[src/rtl/pipe_decode_unit.sv]
// pipe_decode_unit
// Instruction buffer plus a decode stage for an RV32I(+M) front end. Fetched
// words go into a circular FIFO. The head word is decoded combinationally and
// captured into a registered output stage, which drains with a valid/ready
// handshake.
//
// Ports
//   CLK, RST             clock, synchronous active-high reset
//   in_valid/in_ready    fetch handshake; in_instr/in_pc carry the word and its PC
//   flush                squash buffered and output-stage words
//   out_valid/out_ready  consumer handshake for the decoded word
//   out_pc, out_instr    PC and raw word (funct3 is read from out_instr for M ops)
//   out_rd/rs1/rs2       register fields
//   out_aluop            0 ADD, 1 SUB, 2 AND, 3 OR, 4 XOR, 5 SLL, 6 SRL, 7 SRA,
//                        8 SLT, 9 SLTU
//   out_* controls       alusrc, memwrite, memtoreg, regwen, pctoreg, branch,
//                        halt, illegal, muldiv, jump[2:0]
//   halted               sticky; set once a halt word leaves the output stage
//   count                number of words held in the FIFO
// The halt instruction uses the otherwise unused opcode 7'b1111111.
module pipe_decode_unit #(
    parameter int DEPTH = 4,
    parameter int MEXT  = 0
) (
    input  logic                       CLK,
    input  logic                       RST,
    input  logic                       in_valid,
    output logic                       in_ready,
    input  logic [31:0]                in_instr,
    input  logic [31:0]                in_pc,
    input  logic                       flush,
    output logic                       out_valid,
    input  logic                       out_ready,
    output logic [31:0]                out_pc,
    output logic [31:0]                out_instr,
    output logic [4:0]                 out_rd,
    output logic [4:0]                 out_rs1,
    output logic [4:0]                 out_rs2,
    output logic [3:0]                 out_aluop,
    output logic                       out_alusrc,
    output logic                       out_memwrite,
    output logic                       out_memtoreg,
    output logic                       out_regwen,
    output logic                       out_pctoreg,
    output logic                       out_branch,
    output logic                       out_halt,
    output logic                       out_illegal,
    output logic                       out_muldiv,
    output logic [2:0]                 out_jump,
    output logic                       halted,
    output logic [$clog2(DEPTH+1)-1:0] count
);
    localparam int PW = $clog2(DEPTH);
    localparam int CW = $clog2(DEPTH + 1);

    localparam logic [3:0] ALU_ADD  = 4'd0;
    localparam logic [3:0] ALU_SUB  = 4'd1;
    localparam logic [3:0] ALU_AND  = 4'd2;
    localparam logic [3:0] ALU_OR   = 4'd3;
    localparam logic [3:0] ALU_XOR  = 4'd4;
    localparam logic [3:0] ALU_SLL  = 4'd5;
    localparam logic [3:0] ALU_SRL  = 4'd6;
    localparam logic [3:0] ALU_SRA  = 4'd7;
    localparam logic [3:0] ALU_SLT  = 4'd8;
    localparam logic [3:0] ALU_SLTU = 4'd9;

    localparam logic [6:0] OPC_RTYPE = 7'b0110011;
    localparam logic [6:0] OPC_ITYPE = 7'b0010011;
    localparam logic [6:0] OPC_LOAD  = 7'b0000011;
    localparam logic [6:0] OPC_STORE = 7'b0100011;
    localparam logic [6:0] OPC_LUI   = 7'b0110111;
    localparam logic [6:0] OPC_AUIPC = 7'b0010111;
    localparam logic [6:0] OPC_BTYPE = 7'b1100011;
    localparam logic [6:0] OPC_JAL   = 7'b1101111;
    localparam logic [6:0] OPC_JALR  = 7'b1100111;
    localparam logic [6:0] OPC_HALT  = 7'b1111111;

    localparam logic [6:0] F7_BASE = 7'b0000000;
    localparam logic [6:0] F7_ALT  = 7'b0100000;
    localparam logic [6:0] F7_MUL  = 7'b0000001;

    // ALU op for the funct3 encodings shared by register and immediate forms.
    function automatic logic [3:0] base_alu(input logic [2:0] f3);
        case (f3)
            3'b000:  base_alu = ALU_ADD;
            3'b001:  base_alu = ALU_SLL;
            3'b010:  base_alu = ALU_SLT;
            3'b011:  base_alu = ALU_SLTU;
            3'b100:  base_alu = ALU_XOR;
            3'b101:  base_alu = ALU_SRL;
            3'b110:  base_alu = ALU_OR;
            3'b111:  base_alu = ALU_AND;
            default: base_alu = ALU_ADD;
        endcase
    endfunction

    logic [31:0]   instr_mem_q [DEPTH];
    logic [31:0]   pc_mem_q    [DEPTH];
    logic [PW-1:0] wptr_q, rptr_q;
    logic [CW-1:0] count_q, count_d;
    logic          halt_seen_q, halted_q, out_valid_q;

    logic full_s, empty_s, push_s, load_s, out_xfer_s;
    logic [31:0] head_instr_s, head_pc_s;
    logic [6:0]  opc_s, f7_s;
    logic [2:0]  f3_s;

    logic [3:0] dec_aluop_s;
    logic [2:0] dec_jump_s;
    logic dec_alusrc_s, dec_memwrite_s, dec_memtoreg_s, dec_regwen_s;
    logic dec_pctoreg_s, dec_branch_s, dec_halt_s, dec_illegal_s, dec_muldiv_s;

    logic [31:0] out_pc_q, out_instr_q;
    logic [3:0]  out_aluop_q;
    logic [2:0]  out_jump_q;
    logic out_alusrc_q, out_memwrite_q, out_memtoreg_q, out_regwen_q;
    logic out_pctoreg_q, out_branch_q, out_halt_q, out_illegal_q, out_muldiv_q;

    assign full_s       = (count_q == CW'(DEPTH));
    assign empty_s      = (count_q == {CW{1'b0}});
    assign in_ready     = !full_s && !halt_seen_q && !flush;
    assign push_s       = in_valid && in_ready;
    // Flush wins over loading the output stage.
    assign load_s       = !empty_s && (!out_valid_q || out_ready) && !flush;
    assign out_xfer_s   = out_valid_q && out_ready;
    assign head_instr_s = instr_mem_q[rptr_q];
    assign head_pc_s    = pc_mem_q[rptr_q];
    assign opc_s        = head_instr_s[6:0];
    assign f3_s         = head_instr_s[14:12];
    assign f7_s         = head_instr_s[31:25];

    // Combinational decode of the FIFO head; illegal words keep all
    // write/jump/branch controls at their defaults.
    always_comb begin
        dec_aluop_s    = ALU_ADD;
        dec_jump_s     = 3'b000;
        dec_alusrc_s   = 1'b0;
        dec_memwrite_s = 1'b0;
        dec_memtoreg_s = 1'b0;
        dec_regwen_s   = 1'b0;
        dec_pctoreg_s  = 1'b0;
        dec_branch_s   = 1'b0;
        dec_halt_s     = 1'b0;
        dec_illegal_s  = 1'b0;
        dec_muldiv_s   = 1'b0;
        case (opc_s)
            OPC_RTYPE: begin
                if (f7_s == F7_BASE) begin
                    dec_regwen_s = 1'b1;
                    dec_aluop_s  = base_alu(f3_s);
                end else if ((f7_s == F7_ALT) && (f3_s == 3'b000)) begin
                    dec_regwen_s = 1'b1;
                    dec_aluop_s  = ALU_SUB;
                end else if ((f7_s == F7_ALT) && (f3_s == 3'b101)) begin
                    dec_regwen_s = 1'b1;
                    dec_aluop_s  = ALU_SRA;
                end else if ((f7_s == F7_MUL) && (MEXT != 32'sd0)) begin
                    dec_regwen_s = 1'b1;
                    dec_muldiv_s = 1'b1;
                end else begin
                    dec_illegal_s = 1'b1;
                end
            end
            OPC_ITYPE: begin
                dec_regwen_s = 1'b1;
                dec_alusrc_s = 1'b1;
                // Shift-right immediates: only a zero funct7 means logical.
                if (f3_s == 3'b101) begin
                    dec_aluop_s = (f7_s == F7_BASE) ? ALU_SRL : ALU_SRA;
                end else begin
                    dec_aluop_s = base_alu(f3_s);
                end
            end
            OPC_LOAD: begin
                dec_regwen_s   = 1'b1;
                dec_memtoreg_s = 1'b1;
                dec_alusrc_s   = 1'b1;
            end
            OPC_STORE: begin
                dec_memwrite_s = 1'b1;
                dec_alusrc_s   = 1'b1;
            end
            OPC_LUI: begin
                dec_regwen_s = 1'b1;
                dec_alusrc_s = 1'b1;
            end
            OPC_AUIPC: begin
                dec_regwen_s  = 1'b1;
                dec_alusrc_s  = 1'b1;
                dec_pctoreg_s = 1'b1;
            end
            OPC_BTYPE: begin
                case (f3_s)
                    3'b000:  begin dec_jump_s = 3'b001; dec_aluop_s = ALU_SUB; end
                    3'b001:  begin dec_jump_s = 3'b001; dec_aluop_s = ALU_SUB; dec_branch_s = 1'b1; end
                    3'b100:  begin dec_jump_s = 3'b001; dec_aluop_s = ALU_SLT; dec_branch_s = 1'b1; end
                    3'b101:  begin dec_jump_s = 3'b001; dec_aluop_s = ALU_SLT; end
                    3'b110:  begin dec_jump_s = 3'b001; dec_aluop_s = ALU_SLTU; dec_branch_s = 1'b1; end
                    3'b111:  begin dec_jump_s = 3'b001; dec_aluop_s = ALU_SLTU; end
                    default: dec_illegal_s = 1'b1;
                endcase
            end
            OPC_JAL: begin
                dec_jump_s    = 3'b010;
                dec_regwen_s  = 1'b1;
                dec_pctoreg_s = 1'b1;
            end
            OPC_JALR: begin
                dec_jump_s    = 3'b011;
                dec_regwen_s  = 1'b1;
                dec_pctoreg_s = 1'b1;
                dec_alusrc_s  = 1'b1;
            end
            OPC_HALT: dec_halt_s = 1'b1;
            default:  dec_illegal_s = 1'b1;
        endcase
    end

    // Occupancy after this cycle's push and pop (flush/reset handled in the register).
    always_comb begin
        if (push_s && !load_s) begin
            count_d = count_q + CW'(1);
        end else if (!push_s && load_s) begin
            count_d = count_q - CW'(1);
        end else begin
            count_d = count_q;
        end
    end

    // FIFO storage; contents need no reset since count gates every read.
    always_ff @(posedge CLK) begin
        if (push_s) begin
            instr_mem_q[wptr_q] <= in_instr;
            pc_mem_q[wptr_q]    <= in_pc;
        end
    end

    // Pointers, occupancy, handshake state and the sticky halt flags.
    always_ff @(posedge CLK) begin
        if (RST) begin
            wptr_q      <= {PW{1'b0}};
            rptr_q      <= {PW{1'b0}};
            count_q     <= {CW{1'b0}};
            halt_seen_q <= 1'b0;
            halted_q    <= 1'b0;
            out_valid_q <= 1'b0;
        end else if (flush) begin
            wptr_q      <= {PW{1'b0}};
            rptr_q      <= {PW{1'b0}};
            count_q     <= {CW{1'b0}};
            halt_seen_q <= 1'b0;
            out_valid_q <= 1'b0;
        end else begin
            count_q <= count_d;
            if (push_s) begin
                wptr_q <= wptr_q + PW'(1);
                if (in_instr[6:0] == OPC_HALT) begin
                    halt_seen_q <= 1'b1;
                end
            end
            if (load_s) begin
                rptr_q      <= rptr_q + PW'(1);
                out_valid_q <= 1'b1;
            end else if (out_xfer_s) begin
                out_valid_q <= 1'b0;
            end
            if (out_xfer_s && out_halt_q) begin
                halted_q <= 1'b1;
            end
        end
    end

    // Output stage: capture the decoded head on load, otherwise hold.
    always_ff @(posedge CLK) begin
        if (RST) begin
            out_pc_q       <= 32'h0000_0000;
            out_instr_q    <= 32'h0000_0000;
            out_aluop_q    <= 4'd0;
            out_jump_q     <= 3'b000;
            out_alusrc_q   <= 1'b0;
            out_memwrite_q <= 1'b0;
            out_memtoreg_q <= 1'b0;
            out_regwen_q   <= 1'b0;
            out_pctoreg_q  <= 1'b0;
            out_branch_q   <= 1'b0;
            out_halt_q     <= 1'b0;
            out_illegal_q  <= 1'b0;
            out_muldiv_q   <= 1'b0;
        end else if (load_s) begin
            out_pc_q       <= head_pc_s;
            out_instr_q    <= head_instr_s;
            out_aluop_q    <= dec_aluop_s;
            out_jump_q     <= dec_jump_s;
            out_alusrc_q   <= dec_alusrc_s;
            out_memwrite_q <= dec_memwrite_s;
            out_memtoreg_q <= dec_memtoreg_s;
            out_regwen_q   <= dec_regwen_s;
            out_pctoreg_q  <= dec_pctoreg_s;
            out_branch_q   <= dec_branch_s;
            out_halt_q     <= dec_halt_s;
            out_illegal_q  <= dec_illegal_s;
            out_muldiv_q   <= dec_muldiv_s;
        end
    end

    assign out_valid    = out_valid_q;
    assign out_pc       = out_pc_q;
    assign out_instr    = out_instr_q;
    assign out_rd       = out_instr_q[11:7];
    assign out_rs1      = out_instr_q[19:15];
    assign out_rs2      = out_instr_q[24:20];
    assign out_aluop    = out_aluop_q;
    assign out_jump     = out_jump_q;
    assign out_alusrc   = out_alusrc_q;
    assign out_memwrite = out_memwrite_q;
    assign out_memtoreg = out_memtoreg_q;
    assign out_regwen   = out_regwen_q;
    assign out_pctoreg  = out_pctoreg_q;
    assign out_branch   = out_branch_q;
    assign out_halt     = out_halt_q;
    assign out_illegal  = out_illegal_q;
    assign out_muldiv   = out_muldiv_q;
    assign halted       = halted_q;
    assign count        = count_q;
endmodule

[config.mk]
export PLATFORM = sky130hd
export DESIGN_NAME = pipe_decode_unit
export DESIGN_NICKNAME = d
export VERILOG_FILES = /design/src/rtl/pipe_decode_unit.sv
export SDC_FILE = /design/constraint.sdc
export NUM_CORES = 1
export LEC_CHECK = 0
export ABC_CLOCK_PERIOD_IN_PS = 4000
export BUFFER_PORTS_ARGS = -buffer_cell sky130_fd_sc_hd__buf_4
export CAP_MARGIN = 5
export CORE_ASPECT_RATIO = 0.6
export CORE_MARGIN = 2
export CORE_UTILIZATION = 35
export DETAILED_ROUTE_END_ITERATION = 8
export PLACE_DENSITY_LB_ADDON = 0.1
export SYNTH_ARGS = -nofsm -noshare
export SYNTH_HDL_FRONTEND = slang
export SYNTH_SLANG_ARGS = --single-unit
[constraint.sdc]
create_clock -name CLK -period 4 [get_ports CLK]
set_clock_uncertainty 0.15 [all_clocks]
set_input_delay 0.6 -clock CLK [delete_from_list [all_inputs] [get_ports CLK]]
set_output_delay 0.6 -clock CLK [all_outputs]
set_load 0.05 [all_outputs]
==> results.sh, run 1 <==
export IMPL_status="completed"
export IMPL_cts_setup_buffers=0
export IMPL_drt_initial_drc_count=455
export IMPL_synth_area_top_cells="edfxtp_1, dfxtp_1, mux4_2"
export IMPL_numClockSinks=346
export IMPL_grt_antenna_before_repair=0
export IMPL_reg2reg_depth=6
export IMPL_clkPwrFrac=0.437
export IMPL_worstHoldStart="in_pc[23]"
export IMPL_final_core_util=0.439
export IMPL_finalHoldViolCount=0
export IMPL_die_x_um=253
export IMPL_yosys_warnings=0
export IMPL_clk_insertion_delay_late_ns=0.52
export IMPL_finalSetupTns_ns=0
export IMPL_detail_route_wl_per_cell_um=20.4
export IMPL_p_leak_nw=5.46
export IMPL_seq_power_share=0.478
export IMPL_grt_pass1_wl_um=45200
export IMPL_antenna_cells=0
export IMPL_ir_drop_mv=0.319
export IMPL_worstPathMaxFanout=13
export IMPL_io_buffers=167
export IMPL_place_congestion=0.753
export IMPL_grt_setup_unrepaired="false"
export IMPL_p_switching_mw=1.93
export IMPL_cap_violations=0
export IMPL_first_global_vias=7273
export IMPL_fillers=3241
export IMPL_ys_types=58
export IMPL_final_cell_mix="edfxtp_1, buf_4, nand2_1"
export IMPL_drive_above_1_share=0.319
export IMPL_final_common_cell="edfxtp_1"
export IMPL_final_nets=1039
export IMPL_timing_final_max_slew_violations=0
export IMPL_max_slew_margin=0.327
export IMPL_hpwlAfterDp_um=18400
export IMPL_synth_seq_cells=346
export IMPL_postLayoutSetupSlackWorst_ns=1.01
export IMPL_overflow=0
export IMPL_detailedRoute_firstPassIterationCount=5
export IMPL_setup_viol=0
export IMPL_seq_area_frac_synth=0.729
export IMPL_cp_data_arrival_time_ns=3.20
export IMPL_ys_flop_type="edfxtp_1"
export IMPL_power_density_mw_per_mm2=522
export IMPL_grt_max_degree=76
export IMPL_rr_endpoint="out_illegal"
export IMPL_drc=0
export IMPL_internal_power_mw=6.43
export IMPL_die_area_mm2=0.0388
export IMPL_crit_path_start_kind="flip-flop"
export IMPL_p_sw_frac=0.231
export IMPL_post_place_ws_ns=0.982
export IMPL_syn_area_per_cell_um2=16.1
export IMPL_core_area_mm2=0.0365
export IMPL_synth_edff_count=256
export IMPL_fmax_ghz=0.334
export IMPL_fin_crit_ns=2.99
export IMPL_hold_buffers=0
export IMPL_hold_class="input pin to flip-flop"
export IMPL_whs_path_depth=1
export IMPL_htree_levels=2
export IMPL_tightest_slew_ns=1.01
export IMPL_num_vias=7173
export IMPL_synth_top_area_frac=0.590
export IMPL_area_growth_synth_to_final_pct=22.9
export IMPL_r2r_slack_ns=1.01
export IMPL_fin_crit_sh=0.748
export IMPL_start_util=0.357
export IMPL_critPathCaptureType="flip-flop"
export IMPL_worstPathRequired_ns=4.21
export IMPL_final_antenna_net_count=0
export IMPL_synth_area_leader_cell="edfxtp_1"
export IMPL_clockBufferDepth=3
export IMPL_path_clk_slew_ns=0.07
export IMPL_path_class="flip-flop to flip-flop"
export IMPL_ctsRootBufferMaster="clkbuf_16"
export IMPL_placementRows=54
export IMPL_whs_endpoint="pc_mem_q[2][23]"
export IMPL_numCtsBuffers=36
export IMPL_netlist_area_mm2=0.0130
export IMPL_ctsResizeCount=0
export IMPL_via_per_inst=4.89
export IMPL_syn_inst=809
export IMPL_io_pins=170
export IMPL_track_usage=0.155
export IMPL_cts_tree="done"
export IMPL_die_h_um=153
export IMPL_synthArstFlopShare=0
export IMPL_pwr_share_comb=0.085
export IMPL_totalWireLength_um=29900
## worst max-delay path, cell delays in order, from the launching register on
cell       delay (ns)
dfxtp_2          0.47
buf_4            0.35
mux4_2           0.65
nand4bb_4        0.30
or2_1            0.28
o41ai_1          0.47
a211oi_1         0.14
## Yosys cell counts, types with 5 or more instances
cell type / count
a21oi_1: 76
buf_1: 5
buf_2: 8
buf_4: 17
clkbuf_1: 30
dfxtp_1: 90
edfxtp_1: 256
ha_1: 5
inv_1: 10
mux4_2: 61
nand2_1: 147
nor2_1: 18
xor2_1: 5
## logic make-up after synthesis
group	synth area share
DFF	0.729
other	0.000288
AOI/OAI and AO/OA	0.0479
adders and majority gates	0.00634
and+or+nand+nor	0.0689
buffers and inverters	0.0294
xor gates and xnor gates	0.00471
muxes	0.114
## final cells by class
cell class	instances	area, um^2	share of cell area
clock buffers	44	962	0.0601
inverters	11	42.5	0.00266
flip-flops and latches	346	9490	0.593
repair buffers	179	1390	0.0871
well taps	476	596	0.0372
clock inverters	21	335	0.0209
multi-input cells	390	3190	0.199
## worst max-delay path by stage
stage | slack [ns] | start | cells past startpoint | end
CTS | 0.97 | flip-flop | 6 | out_illegal
global route | 0.81 | flip-flop | 6 | out_illegal
global placement | 1.06 | out_ready | 10 | count[2]
floorplan | 0.49 | count[0] | 10 | count[2]
detailed placement | 0.98 | flip-flop | 6 | out_illegal
finish | 1.01 | flip-flop | 6 | out_illegal
## through the flow
stage | cell area, um^2 | hold WS (ns) | instances | total power, mW
floorplan | 13000 | 0.307 | 810 | 4.53
global placement | 14700 | 0.294 | 1402 | 4.79
detailed placement | 14700 | 0.301 | 1402 | 4.79
CTS | 16000 | 0.0987 | 1467 | 8.48
global route | 16000 | 0.100 | 1467 | 8.67
finish | 16000 | 0.121 | 1467 | 8.36
## power by group through the flow
stage	Clock, mW	Combinational (mW)	Sequential (mW)
after global placement	0	0.720	4.07
after global routing	3.91	0.763	4.00
after floorplan	0	0.318	4.21
final	3.66	0.709	3.99
after detailed placement	0	0.720	4.07
after CTS	3.76	0.721	3.99
## per-layer routing
| metal | wire length, um | track usage | up-vias | share of wire |
|---|---|---|---|---|
| met5 | 0 | 0 | - | 0 |
| met4 | 297 | 0.0301 | 0 | 0.0099 |
| met3 | 1620 | 0.0327 | 33 | 0.054 |
| met2 | 13600 | 0.238 | 155 | 0.45 |
| met1 | 14400 | 0.229 | 3640 | 0.48 |
| li1 | - | - | 3345 | - |
## state kept, by name, indices dropped and copies added (netlist names), 2 cells and up, named ones only
signal	count
instr_mem_q	128
pc_mem_q	128
out_instr	32
out_pc	32
out_aluop	4
count	3
out_jump	2
rptr_q	2
wptr_q	2
Power figures use the tool's default switching activity.
==> run 2: changes to the inputs <==
ABC_CLOCK_PERIOD_IN_PS = 3100   (was 4000)
clock period = 3.1 ns   (was 4 ns; I/O delays follow)
==> results.sh, run 2 (same netlist as run 1, synthesis figures left out) <==
export IMPL_clk_insertion_delay_late_ns=0.52
export IMPL_fillers=3230
export IMPL_numClockSinks=346
export IMPL_met1_usage=0.238
export IMPL_detail_route_wl_per_cell_um=20.0
export IMPL_drc=0
export IMPL_die_x_um=253
export IMPL_r2r_slack_ns=0.24
export IMPL_final_nets=1114
export IMPL_grtUsageMet2=0.244
export IMPL_htree_levels=2
export IMPL_finalSetupTns_ns=0
export IMPL_io_buffers=167
export IMPL_area_growth_synth_to_final_pct=27.8
export IMPL_setup_viol=0
export IMPL_clockBufferDepth=3
export IMPL_grt_setup_unrepaired="false"
export IMPL_internal_power_mw=8.07
export IMPL_track_usage=0.161
export IMPL_grt_util_met3=0.0330
export IMPL_path_cells="buf_4 -> mux4_2 -> xor2_1 -> o21a_1 -> o41ai_1 -> a211oi_1"
export IMPL_num_vias=7453
export IMPL_io_pins=170
export IMPL_p_leak_nw=5.74
export IMPL_die_area_mm2=0.0388
export IMPL_crit_slowest_cell="mux4_2"
export IMPL_seq_area_mm2=0.00950
export IMPL_crit_path_start_kind="flip-flop"
export IMPL_top_usage_layer="met2"
export IMPL_path_class="flip-flop to flip-flop"
export IMPL_drive_above_1_share=0.310
export IMPL_overflow=0
export IMPL_via_per_inst=4.83
export IMPL_core_area_mm2=0.0365
export IMPL_final_cell_mix="edfxtp_1, buf_4, nand2_1"
export IMPL_p_sw_frac=0.231
export IMPL_reg2reg_depth=6
export IMPL_grt_pass1_wl_um=47200
export IMPL_max_slew_margin=0.348
export IMPL_cp_data_arrival_time_ns=3.06
export IMPL_ctsRootBufferMaster="clkbuf_16"
export IMPL_fin_crit_sh=0.924
export IMPL_grt_antenna_before_repair=1
export IMPL_worstPathMaxFanout=14
export IMPL_hold_class="input pin to flip-flop"
export IMPL_fmax_ghz=0.349
export IMPL_status="completed"
export IMPL_fin_crit_ns=2.86
export IMPL_critPathCaptureType="flip-flop"
export IMPL_numCtsBuffers=35
export IMPL_totalWireLength_um=30900
export IMPL_worst_path_buf_inv=1
export IMPL_finalHoldViolCount=0
export IMPL_cts_tree="done"
export IMPL_cp_endpoint="out_illegal"
export IMPL_final_antenna_net_count=0
export IMPL_grt_max_degree=76
export IMPL_top_regs="instr_mem_q (128), pc_mem_q (128)"
export IMPL_timing_final_max_slew_violations=0
export IMPL_critical_path_max_stage_delay_ns=0.69
export IMPL_rr_endpoint="out_illegal"
export IMPL_clkPwrFrac=0.414
export IMPL_worstPathRequired_ns=3.30
export IMPL_final_common_cell="edfxtp_1"
export IMPL_place_congestion=0.802
export IMPL_ir_drop_mv=0.298
export IMPL_power_mw=10.5
export IMPL_worstHoldStart="in_instr[0]"
export IMPL_cap_violations=0
export IMPL_seq_power_share=0.491
export IMPL_holdWs_ns=0.0359
export IMPL_start_util=0.357
export IMPL_detailedRoute_firstPassIterationCount=5
export IMPL_multi_input_area_mm2=0.00319
export IMPL_path_clk_slew_ns=0.06
export IMPL_first_global_vias=7682
export IMPL_tightest_slew_ns=0.978
export IMPL_cp_depth=6
export IMPL_critical_path_top_delay_family="compound AO/OA/AOI/OAI gates"
export IMPL_p_switching_mw=2.43
export IMPL_die_h_um=153
export IMPL_power_density_mw_per_mm2=630
export IMPL_placementRows=54
export IMPL_pwr_share_comb=0.095
export IMPL_drt_initial_drc_count=540
export IMPL_hpwlAfterDp_um=19700
run 2: power groups by stage:
stage	clock network (mW)	registers, mW	logic (mW)
final	4.35	5.15	0.997
after global routing	4.67	5.16	1.07
after CTS	4.48	5.15	1.01
after detailed placement	0	5.25	0.946
after global placement	0	5.25	0.943
after floorplan	0	5.43	0.411
run 2: how the worst min path moves through the flow:
stage,to,slack (ns),cells past startpoint
floorplan,halt_seen_q,0.35,2
global placement,out_pc[12],0.30,2
detailed placement,out_pc[2],0.30,2
CTS,instr_mem_q[3][0],0.01,1
global route,instr_mem_q[3][0],0.02,1
finish,instr_mem_q[3][0],0.04,1
run 2: cell type report:
type,instances,area share
Inverter,11,0.00256
Clock buffer,48,0.0605
Timing Repair Buffer,255,0.128
Antenna cell,2,0.000301
Multi-Input combinational cell,390,0.192
Clock inverter,15,0.0108
Tap cell,476,0.0358
Sequential cell,346,0.570
run 2: timing repair:
action                                 CTS  global route
resized for setup                        0             0
hold buffers                            60             0
endpoints found under the hold margin  236             0
buffers inserted                         0             0
run 2: worst register-to-register path, cell delays in order (launching register included):
cell and delay, ns:
dfxtp_2 0.51, buf_4 0.33, mux4_2 0.70, xor2_1 0.21, o21a_1 0.19, o41ai_1 0.46
a211oi_1 0.15
run 2: stage by stage:
stage	instance area, um^2	worst slack (ns)	std cells	utilization
final	16600	0.237	1543	0.456
after global routing	16600	0.0661	1543	0.456
after CTS	16600	0.255	1541	0.456
after detailed placement	14900	0.265	1418	0.407
after global placement	14900	0.290	1418	0.407
after floorplan	13000	0.0355	810	-
run 2: per-layer routing:
| layer | wire (um) | share of wire | vias up |
|---|---|---|---|
| li1 | - | - | 3494 |
| met1 | 15300 | 0.50 | 3751 |
| met2 | 13600 | 0.44 | 171 |
| met3 | 1520 | 0.049 | 37 |
| met4 | 452 | 0.015 | 0 |
| met5 | 0 | 0 | - |
